## config.mk

```make
export PLATFORM = sky130hd
export DESIGN_NAME = multi_issue_decoder
export DESIGN_NICKNAME = d
export VERILOG_FILES = /design/src/rtl/multi_issue_decoder.sv
export SDC_FILE = /design/constraint.sdc
export NUM_CORES = 1
export LEC_CHECK = 0
export ABC_AREA = 1
export CORE_ASPECT_RATIO = 0.75
export CORE_MARGIN = 2
export CORE_UTILIZATION = 50
export DETAILED_ROUTE_END_ITERATION = 6
export PLACE_DENSITY = 0.79
export SETUP_SLACK_MARGIN = 0.4
export SLEW_MARGIN = 20
export SYNTH_ARGS = -nofsm -noshare
export SYNTH_HDL_FRONTEND = slang
export SYNTH_SLANG_ARGS = --single-unit
export TNS_END_PERCENT = 100
```

## constraint.sdc

```tcl
create_clock -name clk -period 8.8 [get_ports clk]
set_input_delay 0.88 -clock clk [delete_from_list [all_inputs] [get_ports clk]]
set_output_delay 0.88 -clock clk [all_outputs]
set_load 0.01 [all_outputs]
```

## src/rtl/multi_issue_decoder.sv

```systemverilog
// Multi-issue RV32I decoder: buffers one fetch bundle, decodes every lane and
// issues the oldest pending lanes as hazard-free groups through a registered output stage.
module multi_issue_decoder #(
    parameter int LANES     = 2,
    parameter int MEM_PORTS = 1
) (
    input  logic                  clk,
    input  logic                  rst,
    input  logic                  flush,
    input  logic                  in_valid,
    output logic                  in_ready,
    input  logic [LANES*32-1:0]   in_inst,
    output logic                  out_valid,
    input  logic                  out_ready,
    output logic [LANES-1:0]      out_lane_valid,
    output logic [LANES*4-1:0]    out_alu_opr,
    output logic [LANES*5-1:0]    out_rd,
    output logic [LANES*5-1:0]    out_rs1,
    output logic [LANES*5-1:0]    out_rs2,
    output logic [LANES*32-1:0]   out_imm,
    output logic [LANES*3-1:0]    out_mem_size,
    output logic [LANES-1:0]      out_reg_write_en,
    output logic [LANES-1:0]      out_rs2_en,
    output logic [LANES-1:0]      out_branch_en,
    output logic [LANES-1:0]      out_mem_read_en,
    output logic [LANES-1:0]      out_mem_write_en,
    output logic [LANES-1:0]      out_illegal
);

    typedef struct packed {
        logic [3:0]  alu;
        logic [4:0]  rd;
        logic [4:0]  rs1;
        logic [4:0]  rs2;
        logic [31:0] imm;
        logic [2:0]  msize;
        logic        we;
        logic        rs2_en;
        logic        br;
        logic        mrd;
        logic        mwr;
        logic        ill;
    } dec_t;

    function automatic logic [3:0] f3_alu(input logic [2:0] f3);
        logic [3:0] a;
        case (f3)
            3'd0:    a = 4'b0000;
            3'd1:    a = 4'b0010;
            3'd2:    a = 4'b1000;
            3'd3:    a = 4'b1001;
            3'd4:    a = 4'b0011;
            3'd5:    a = 4'b0100;
            3'd6:    a = 4'b0110;
            3'd7:    a = 4'b0111;
            default: a = 4'b0000;
        endcase
        return a;
    endfunction

    function automatic dec_t decode_lane(input logic [31:0] inst);
        dec_t        d;
        logic [2:0]  f3;
        logic [6:0]  f7;
        logic [31:0] i_imm;
        d     = '0;
        f3    = inst[14:12];
        f7    = inst[31:25];
        i_imm = {{20{inst[31]}}, inst[31:20]};
        case (inst[6:0])
            7'b0110011: begin
                d.rd = inst[11:7]; d.rs1 = inst[19:15]; d.rs2 = inst[24:20];
                d.we = 1'b1; d.rs2_en = 1'b1;
                case (f7)
                    7'b0000000: d.alu = f3_alu(f3);
                    7'b0100000: begin
                        case (f3)
                            3'd0:    d.alu = 4'b0001;
                            3'd5:    d.alu = 4'b0101;
                            default: d.ill = 1'b1;
                        endcase
                    end
                    default: d.ill = 1'b1;
                endcase
            end
            7'b0010011: begin
                d.rd = inst[11:7]; d.rs1 = inst[19:15]; d.we = 1'b1;
                case (f3)
                    3'd1: begin
                        d.alu = 4'b0010;
                        d.imm = {27'd0, inst[24:20]};
                        d.ill = (f7 != 7'b0000000);
                    end
                    3'd5: begin
                        d.alu = (f7 == 7'b0100000) ? 4'b0101 : 4'b0100;
                        d.imm = {27'd0, inst[24:20]};
                        d.ill = (f7 != 7'b0000000) && (f7 != 7'b0100000);
                    end
                    default: begin
                        d.alu = f3_alu(f3);
                        d.imm = i_imm;
                    end
                endcase
            end
            7'b0000011: begin
                d.rd = inst[11:7]; d.rs1 = inst[19:15]; d.imm = i_imm;
                d.we = 1'b1; d.mrd = 1'b1; d.msize = f3;
                case (f3)
                    3'd3, 3'd6, 3'd7: d.ill = 1'b1;
                    default:          d.ill = 1'b0;
                endcase
            end
            7'b0100011: begin
                d.rs1 = inst[19:15]; d.rs2 = inst[24:20];
                d.imm = {{20{inst[31]}}, inst[31:25], inst[11:7]};
                d.rs2_en = 1'b1; d.mwr = 1'b1; d.msize = f3;
                d.ill = (f3 > 3'd2);
            end
            7'b1100011: begin
                d.rs1 = inst[19:15]; d.rs2 = inst[24:20]; d.alu = 4'b0001;
                d.imm = {{19{inst[31]}}, inst[31], inst[7], inst[30:25], inst[11:8], 1'b0};
                d.rs2_en = 1'b1; d.br = 1'b1;
                case (f3)
                    3'd2, 3'd3: d.ill = 1'b1;
                    default:    d.ill = 1'b0;
                endcase
            end
            default: d.ill = 1'b1;
        endcase
        // An illegal lane carries nothing but its illegal flag.
        if (d.ill) begin
            d     = '0;
            d.ill = 1'b1;
        end else begin
            d.ill = 1'b0;
        end
        return d;
    endfunction

    logic [LANES*32-1:0] bundle_r;
    logic [LANES-1:0]    pend_r;
    logic [LANES-1:0]    grp_s;
    logic                form_s;
    logic                accept_s;
    dec_t                dec_s  [LANES];
    dec_t                gate_s [LANES];

    // Per-lane decode of the buffered bundle, gated down to the lanes of the forming group.
    always_comb begin
        for (int l = 0; l < LANES; l++) begin
            dec_s[l]  = decode_lane(bundle_r[32*l +: 32]);
            gate_s[l] = grp_s[l] ? dec_s[l] : '0;
        end
    end

    // Group formation: oldest pending lanes in order until a hazard, port limit or control stop.
    always_comb begin
        logic        stop_v;
        logic        started_v;
        logic        raw_v;
        logic        waw_v;
        logic        mem_v;
        logic [3:0]  mem_cnt_v;
        logic [31:0] wmask_v;
        grp_s     = '0;
        stop_v    = 1'b0;
        started_v = 1'b0;
        raw_v     = 1'b0;
        waw_v     = 1'b0;
        mem_v     = 1'b0;
        mem_cnt_v = 4'd0;
        wmask_v   = 32'd0;
        for (int j = 0; j < LANES; j++) begin
            if (stop_v || !pend_r[j]) begin
                stop_v = stop_v || started_v;
            end else begin
                // x0 is never entered into wmask_v, so unused rs fields (0) cannot match.
                raw_v = wmask_v[dec_s[j].rs1] || (dec_s[j].rs2_en && wmask_v[dec_s[j].rs2]);
                waw_v = dec_s[j].we && wmask_v[dec_s[j].rd];
                mem_v = dec_s[j].mrd || dec_s[j].mwr;
                if (raw_v || waw_v || (mem_v && (mem_cnt_v == 4'(MEM_PORTS)))) begin
                    stop_v = 1'b1;
                end else begin
                    grp_s[j]  = 1'b1;
                    started_v = 1'b1;
                    if (dec_s[j].we && (dec_s[j].rd != 5'd0)) begin
                        wmask_v[dec_s[j].rd] = 1'b1;
                    end else begin
                        wmask_v = wmask_v;
                    end
                    mem_cnt_v = mem_v ? mem_cnt_v + 4'd1 : mem_cnt_v;
                    stop_v    = dec_s[j].br || dec_s[j].ill;
                end
            end
        end
    end

    assign form_s   = (pend_r != '0) && (!out_valid || out_ready);
    assign in_ready = !flush && ((pend_r == '0) || (form_s && (grp_s == pend_r)));
    assign accept_s = in_valid && in_ready;

    // Bundle buffer, pending mask and registered issue-group outputs.
    always_ff @(posedge clk or posedge rst) begin
        if (rst) begin
            bundle_r         <= '0;
            pend_r           <= '0;
            out_valid        <= 1'b0;
            out_lane_valid   <= '0;
            out_alu_opr      <= '0;
            out_rd           <= '0;
            out_rs1          <= '0;
            out_rs2          <= '0;
            out_imm          <= '0;
            out_mem_size     <= '0;
            out_reg_write_en <= '0;
            out_rs2_en       <= '0;
            out_branch_en    <= '0;
            out_mem_read_en  <= '0;
            out_mem_write_en <= '0;
            out_illegal      <= '0;
        end else if (flush) begin
            pend_r         <= '0;
            out_valid      <= 1'b0;
            out_lane_valid <= '0;
        end else begin
            if (form_s) begin
                out_valid      <= 1'b1;
                out_lane_valid <= grp_s;
                for (int l = 0; l < LANES; l++) begin
                    out_alu_opr[4*l +: 4]   <= gate_s[l].alu;
                    out_rd[5*l +: 5]        <= gate_s[l].rd;
                    out_rs1[5*l +: 5]       <= gate_s[l].rs1;
                    out_rs2[5*l +: 5]       <= gate_s[l].rs2;
                    out_imm[32*l +: 32]     <= gate_s[l].imm;
                    out_mem_size[3*l +: 3]  <= gate_s[l].msize;
                    out_reg_write_en[l]     <= gate_s[l].we;
                    out_rs2_en[l]           <= gate_s[l].rs2_en;
                    out_branch_en[l]        <= gate_s[l].br;
                    out_mem_read_en[l]      <= gate_s[l].mrd;
                    out_mem_write_en[l]     <= gate_s[l].mwr;
                    out_illegal[l]          <= gate_s[l].ill;
                end
            end else if (out_ready) begin
                out_valid      <= 1'b0;
                out_lane_valid <= '0;
            end else begin
                out_valid <= out_valid;
            end
            if (accept_s) begin
                bundle_r <= in_inst;
                pend_r   <= '1;
            end else if (form_s) begin
                pend_r <= pend_r & ~grp_s;
            end else begin
                pend_r <= pend_r;
            end
        end
    end

endmodule

```

== Word level (Yosys, flattened, before mapping) ==
Memory sizes are Yosys's and may differ from the RTL's.
Index checks and enable logic that the tools add are counted.
W data, S select, Z words.

* $lt $le $gt $ge: 9
* Equal/unequal tests: 28
* Multiplexer cells: 82
* Bitwise logic cells: 3
* Reduce and logical (&&, ||, !) cells: 56

{| class="wikitable"
|+ Operators with widths
! operator !! count
|-
| $pmux W32 S4 || 2
|-
| $mux W32 || 5
|-
| $mux W60 || 2
|-
| $mux W59 || 2
|-
| $eq A7 B6 Y1 const B || 6
|-
| $mux W1 || 39
|-
| $lt A5 B6 Y1 const B || 6
|-
| $pmux W4 S2 || 4
|-
| $mux W5 || 6
|-
| $pmux W4 S3 || 2
|-
| $eq A3 B3 Y1 const B || 6
|-
| $reduce_or A3 Y1 || 6
|-
| $reduce_or A2 Y1 || 8
|-
| $bmux W1 S5 || 3
|-
| $eq A7 B2 Y1 const B || 2
|-
| $eq A7 B5 Y1 const B || 2
|-
| $eq A7 B7 Y1 const B || 2
|-
| $logic_not A7 Y1 || 2
|-
| $ne A7 B6 Y1 const B || 2
|-
| $reduce_bool A7 Y1 || 2
|-
| $logic_and A1 B1 Y1 || 13
|-
| $eq A3 B2 Y1 const B || 4
|-
| $mux W2 || 6
|-
| $pmux W3 S2 || 2
|-
| 21 further kinds || 44
|}

* Register bits after elaboration: 189
* ROM bits: 224
* Bits of input ports: 69
* Word-level logic and storage cells: 201
* Memories: 7

{| class="wikitable"
|+ Memories
! name !! depth !! bits a word !! read ports !! clocked after Yosys merged registers in !! wr ports !! line !! RTL
|-
| (name not given) || 32 || 1 || 1 || 0 || 0 || 179 || <nowiki>waw_v = dec_s[j].we && wmask_v[dec_s[j].rd];</nowiki>
|-
| (name not given) || 32 || 1 || 1 || 0 || 0 || 178 || <nowiki>raw_v = wmask_v[dec_s[j].rs1] || (dec_s[j].rs2_en && wmask_v[dec_s[j].rs2]);</nowiki>
|-
| (name not given) || 32 || 1 || 1 || 0 || 0 || 178 ||
|-
| (name not given) || 8 || 4 || 1 || 0 || 0 || 47 || <nowiki>case (f3)</nowiki>
|-
| (name not given) || 8 || 4 || 1 || 0 || 0 || 47 ||
|-
| (name not given) || 8 || 4 || 1 || 0 || 0 || 47 ||
|-
| 1 more memories || -- || -- || -- || -- || -- || -- ||
|}

== Depth between registers and ports, before layout ==
* Word-level depth: 28
* Mapped depth: 28

== Worst setup path before layout ==
Ideal clock, no wire load.

* Kind: register -> register
* Start: register bundle_r[45]
* End: register pend_r[1]
* Setup time: 0.142 ns
* Arrival time: 3.835 ns
* Path slack: 4.823 ns
* Stages on the path, launching flop included: 26
* Path buffers: 2
* Period minus slack after synthesis: 3.977 ns
* Cells stage by stage: dfrtp_1 inv_1 ha_1 ha_1 inv_1 o21ai_0 nand3_1 nand3_1 nand2_1 nand2_2 nand3_1 nor2_2 nand3_1 nand3_1 nand3_1 nand3_1 nand2_1 nor2_4 nand2_1 ha_1 nand2_1 a21oi_1 nand2_1 clkbuf_1 clkbuf_1 o211ai_1

* Word-level cells in the longest chain between the ends: 21
* Elaborated cells on any way between the ends: 44
* Those cells by class: order compare (1); eq/ne (7); mux (18); bitwise (2); reduce/logical (16)

{| class="wikitable"
|+ Ends and longest elaborated chain
! element !! line !! RTL
|-
| start, declared || 140 || <nowiki>logic [LANES*32-1:0] bundle_r;</nowiki>
|-
| start signal, assigned || 250 || <nowiki>bundle_r <= in_inst;</nowiki>
|-
| $eq A3 B3 Y1 / $logic_not A3 Y1 (equally long branches) || 77, 88 ||
|-
| $reduce_or A2 Y1 (no line) || -- ||
|-
| $mux W1 || 77 || <nowiki>case (f3)</nowiki>
|-
| $pmux W1 S2 || 74 || <nowiki>case (f7)</nowiki>
|-
| $pmux W1 S5 (*) || 70 || <nowiki>case (inst[6:0])</nowiki>
|-
| $mux W59 (*) || 131 || <nowiki>if (d.ill) begin</nowiki>
|-
| $bmux W1 S5 || 178 ||
|-
| $mux W1 (not written as such) || 178 ||
|-
| [... 6 more ...] || -- ||
|-
| $eq A2 B2 Y1 (*) || 199 || <nowiki>assign in_ready = !flush && ((pend_r == '0) || (form_s && (grp_s == pend_r)));</nowiki>
|-
| $logic_and A1 B1 Y1 (*) || 199 ||
|-
| $logic_or A1 B1 Y1 (*) || 199 ||
|-
| $logic_and A1 B1 Y1 (*) || 199 ||
|-
| net in_ready || 11 || <nowiki>output logic in_ready,</nowiki>
|-
| $logic_and A1 B1 Y1 (*) || 200 || <nowiki>assign accept_s = in_valid && in_ready;</nowiki>
|-
| $mux W2 || 249 || <nowiki>if (accept_s) begin</nowiki>
|-
| $mux W2 || 221 || <nowiki>end else if (flush) begin</nowiki>
|-
| end signal, assigned || 253 || <nowiki>pend_r <= pend_r & ~grp_s;</nowiki>
|-
| end signal, assigned || 255 || <nowiki>pend_r <= pend_r;</nowiki>
|-
| end, declared || 141 || <nowiki>logic [LANES-1:0] pend_r;</nowiki>
|}

Mark *: on every way through the listed nets, which the timed path passes. The rest lies on a longest branch. The select of a mux whose other input is x is not followed.
A chain may end at the register's enable or synchronous reset.

== Worst setup path after layout ==
* Start: register bundle_r[45]
* End: output in_ready

* Word-level cells in the longest chain between the ends: 18
* Elaborated cells on any way between the ends: 37
* Those cells by class: order compare (1); eq/ne (7); mux (15); reduce/logical (14)

{| class="wikitable"
|+ Ends and longest elaborated chain
! element !! line !! RTL
|-
| $eq A3 B3 Y1 / $logic_not A3 Y1 (equally long branches) || 77, 88 ||
|-
| $reduce_or A2 Y1 (no line) || -- ||
|-
| $mux W1 || 77 ||
|-
| $pmux W1 S2 || 74 ||
|-
| $pmux W1 S5 (*) || 70 ||
|-
| $mux W59 (*) || 131 ||
|-
| $bmux W1 S5 || 178 ||
|-
| $mux W1 (not written as such) || 178 ||
|-
| [... 2 more ...] || -- ||
|-
| $logic_or A1 B1 Y1 || 181 || <nowiki>if (raw_v || waw_v || (mem_v && (mem_cnt_v == 4'(MEM_PORTS)))) begin</nowiki>
|-
| $logic_or A1 B1 Y1 (*) || 181 ||
|-
| $mux W1 (*) || 181 ||
|-
| $mux W1 (*) || 174 || <nowiki>if (stop_v || !pend_r[j]) begin</nowiki>
|-
| $eq A2 B2 Y1 (*) || 199 ||
|-
| $logic_and A1 B1 Y1 (*) || 199 ||
|-
| $logic_or A1 B1 Y1 (*) || 199 ||
|-
| $logic_and A1 B1 Y1 (*) || 199 ||
|-
| end, declared || 11 ||
|}

Mark *: on every way between the ends. The rest lies on a longest branch, timed or not. The select of a mux whose other input is x is not followed.

==> flow_summary.json <==
{
  "synthesized_area_divided_by_synthesized_cell_count_um2": 7.857,
  "hold_path_startpoint": "out_rs2[7]",
  "switchingPower_uw": 964.6,
  "global_route_wire_length_before_repair_mm": 40.75,
  "globalRouteTotalUtil_pct": 27.36,
  "ctsHoldBuffers": 0,
  "place.gp.congestion": 0.9587,
  "yosys_warnings": 0,
  "syn2layout_area_growth_pct": 26.06,
  "first_global_vias": 7846,
  "hold-worst-slack_ps": 479.8,
  "synth_compound_area_share_pct": 9.527,
  "status": "completed",
  "skew_pair_late_insertion_delay_ps": 440,
  "relSlewSlack_pct": 28.12,
  "cts.sink_count": 151,
  "nets": 1326,
  "crit_fanout": 25,
  "drt-vias-per-instance": 5.592,
  "max_freq_mhz": 158.8,
  "ys_seq_area_share_pct": 42.94,
  "post-place-ws_ps": 3040,
  "final.fill_count": 1473,
  "postRouteWirelength_mm": 25.09,
  "p_total_mw": 2.456,
  "timing.final.ws_setup_ps": 2503,
  "synth-main-ff-cell": "sky130_fd_sc_hd__dfrtp_1",
  "port_buffers": 192,
  "worstReg2RegStart": "bundle_r[45]",
  "synth_seq_cells": 151,
  "setup_viol_count_final": 0,
  "proportion_of_layout_cells_with_a_drive_suffix_above_1_pct": 9.539,
  "setup.worst_path.end_class": "primary output",
  "pin_count": 193,
  "coreArea_um2": 17030,
  "routed-via-count": 8355,
  "initialDrtViolationCount": 1130,
  "ctsHtreeMaxLevel": 4,
  "grt_antenna_before_repair": 0,
  "tritoncts": "done",
  "cts_inserted_buffers": 17,
  "final_area_um2": 11090,
  "antenna_violating_nets_left": 0,
  "synth_fp_nets": 1201,
  "synth.top_cells.by_count": "sky130_fd_sc_hd__nand2_1, sky130_fd_sc_hd__nand3_1, sky130_fd_sc_hd__dfrtp_1, sky130_fd_sc_hd__nor2_1, sky130_fd_sc_hd__inv_1",
  "detailed_place.area_um2": 10500,
  "post_cts.resized_instances": 0,
  "post-cts-setup-buffer-count": 0,
  "synth.area.mux_share_pct": 1.792,
  "path_class": "flip-flop to primary output",
  "grt_max_degree": 94,
  "timing.max_cap.violations": 0,
  "worst_hold_path_type": "flip-flop to flip-flop",
  "postSynthCellCount": 1120,
  "hpwlAfterDp_mm": 17.81,
  "avgRoutedWirePerCell_um": 16.79,
  "multiInputGateArea_um2": 4036,
  "critical_path_required_ps": 7920,
  "rows": 41,
  "p_int_mw": 1.492,
  "post_synth_num_cell_types": 42,
  "synth_top_area_cell": "sky130_fd_sc_hd__dfrtp_1",
  "share_comb_of_total_power_pct": 29.6,
  "worst_slew_pin_slew_ps": 1067,
  "finalHoldViolations": 0,
  "clock_skew_ps": 9.550,
  "drt_first_pass_iters": 5,
  "clkPwrFrac_pct": 30.3,
  "antenna-diode-count": 0,
  "vertical_die_dimension_um": 118.9,
  "sw_frac_of_total_pct": 39.27,
  "post-route-period-util_pct": 71.55,
  "synth_edf_count": 0,
  "cp.arrival_ps": 5420,
  "static-leakage-power_nw": 5.021,
  "power.ir.vdd_worst_v": 0.0001822,
  "async_flop_share_pct": 100.0,
  "finalCriticalPeriod_ps": 6297,
  "seqCellArea_um2": 3779,
  "synthTopCellsByArea": "sky130_fd_sc_hd__dfrtp_1, sky130_fd_sc_hd__nand3_1, sky130_fd_sc_hd__nand2_1",
  "synth_top_family_by_area": "simple AND/OR/NAND/NOR gates",
  "syn-cell-area_um2": 8800,
  "final.setup.tns_ps": 0,
  "critPathLaunch": "bundle_r[45]",
  "final_count_of_pins_violating_max_slew": 0,
  "die_x_um": 157.2,
  "die_area_um2": 18690,
  "synthMostInstantiatedCell": "sky130_fd_sc_hd__nand2_1",
  "synth_adder_area_share_pct": 1.706,
  "clock_tree.root_cell": "sky130_fd_sc_hd__clkbuf_16",
  "power.sequential.fraction_pct": 40.1,
  "drc_errors": 0,
  "power_density_nw_per_um2": 221.4,
  "yosys.area.top_type_share_pct": 42.94,
  "critical_path.startpoint_type": "flip-flop",
  "total_grt_overflow": 0,
  "rsz0062_at_grt": "no",
  "clkTransAtPathRegs_ps": 60,
  "max-clock-path-buffers": 2,
  "floorplan.initialDensity_pct": 51.67,
  "synth_simple_gate_area_share_pct": 32.63,
  "yosys.area_share.xor_xnor_pct": 0.09953
}
critical path, cell delays in order (launching register included):
cell,delay [ps]
sky130_fd_sc_hd__dfrtp_1,430
sky130_fd_sc_hd__inv_1,150
sky130_fd_sc_hd__ha_1,270
sky130_fd_sc_hd__ha_1,200
sky130_fd_sc_hd__inv_1,70
sky130_fd_sc_hd__o21ai_0,80
sky130_fd_sc_hd__nand3_1,130
sky130_fd_sc_hd__nand3_1,100
sky130_fd_sc_hd__nand2_1,60
sky130_fd_sc_hd__nand2_2,110
sky130_fd_sc_hd__nand3_1,280
sky130_fd_sc_hd__buf_4,330
sky130_fd_sc_hd__a21oi_2,290
sky130_fd_sc_hd__nand2_2,220
sky130_fd_sc_hd__inv_2,200
sky130_fd_sc_hd__nand3_1,110
sky130_fd_sc_hd__nand3_1,110
sky130_fd_sc_hd__nand3_1,70
sky130_fd_sc_hd__nand3_1,90
sky130_fd_sc_hd__nand2_1,100
sky130_fd_sc_hd__nor2_4,180
sky130_fd_sc_hd__nand2_1,110
sky130_fd_sc_hd__ha_1,330
sky130_fd_sc_hd__nand2_1,50
sky130_fd_sc_hd__a21oi_1,310
sky130_fd_sc_hd__clkdlybuf4s50_1,620
sequential cells by signal, summed over array words and instances, names as in the netlist, 6 cells and up:
register	cells
out_rd	10
bundle_r	64
out_imm	26
out_alu_opr	8
out_rs1	10
out_mem_size	6
out_rs2	10
cell type report:
type | count | area share, %
multi-input cells | 767 | 36.39
flip-flops and latches | 151 | 34.06
repair buffers | 200 | 17.87
clock buffers | 18 | 3.959
inverters | 108 | 3.711
well taps | 236 | 2.662
clock inverters | 14 | 1.353
kinds of logic (layout without fill, tap and decap cells):
logic type,after synthesis,after routing
AND/OR/NAND/NOR,596,596
XOR/XNOR,1,1
multiplexers,14,14
AO/OA/AOI/OAI,144,144
adder cells (fa/ha/maj),12,12
buffers and inverters,202,340
flip-flops,151,151
cells in the final DEF (no fill, tap or decap), types with 5 or more instances in the layout:
cell type,count
sky130_fd_sc_hd__nand4_1,54
sky130_fd_sc_hd__inv_1,89
sky130_fd_sc_hd__ha_1,12
sky130_fd_sc_hd__inv_6,8
sky130_fd_sc_hd__buf_4,8
sky130_fd_sc_hd__nor2_4,5
sky130_fd_sc_hd__clkbuf_16,17
sky130_fd_sc_hd__nor3_1,16
sky130_fd_sc_hd__nand3_1,181
sky130_fd_sc_hd__inv_2,16
sky130_fd_sc_hd__nand2_2,9
sky130_fd_sc_hd__a21oi_1,64
sky130_fd_sc_hd__o21ai_0,41
sky130_fd_sc_hd__nand4_2,5
sky130_fd_sc_hd__clkdlybuf4s50_1,192
sky130_fd_sc_hd__dfrtp_1,151
sky130_fd_sc_hd__nor2_2,14
sky130_fd_sc_hd__a22o_1,7
sky130_fd_sc_hd__mux2_2,14
sky130_fd_sc_hd__nand2_1,185
sky130_fd_sc_hd__a22oi_1,8
sky130_fd_sc_hd__nor2_1,114
power by group through the flow:
| stage | Clock (mW) | Sequential, mW | Combinational, mW |
|---|---|---|---|
| finish | 0.743 | 0.985 | 0.728 |
| global route | 0.781 | 1.00 | 0.812 |
| CTS | 0.749 | 0.981 | 0.724 |
| detailed placement | 0 | 0.993 | 0.719 |
| global placement | 0 | 0.986 | 0.703 |
| floorplan | 0 | 0.951 | 0.550 |
metal layers:
layer	vias up	part of all wire, %	GRT usage [%]
met5	-	0	0
li1	3997	-	-
met3	30	9.5	6.914
met4	0	1.0	6.705
met2	401	44	38.95
met1	3927	45	41.55
path summary, 6_finish.rpt:
kind	endpoint	slack (ps)	cells after the start
worst max register to register	bundle_r[9]	3040	28
min in group asynchronous	bundle_r[63]	980	2
max in group asynchronous	out_rs2[5]	6560	3
worst min register to register	out_rs2[7]	480	2
worst min-delay path	out_rs2[7]	480	2
worst max-delay path	in_ready	2500	25
metrics by stage:
step	cells	utilization, %
after floorplan	1120	-
after global placement	1462	61.67
after detailed placement	1462	61.67
after CTS	1494	65.13
after global routing	1494	65.13
final	1494	65.13
No activity file was read; power rests on OpenSTA's default activity.
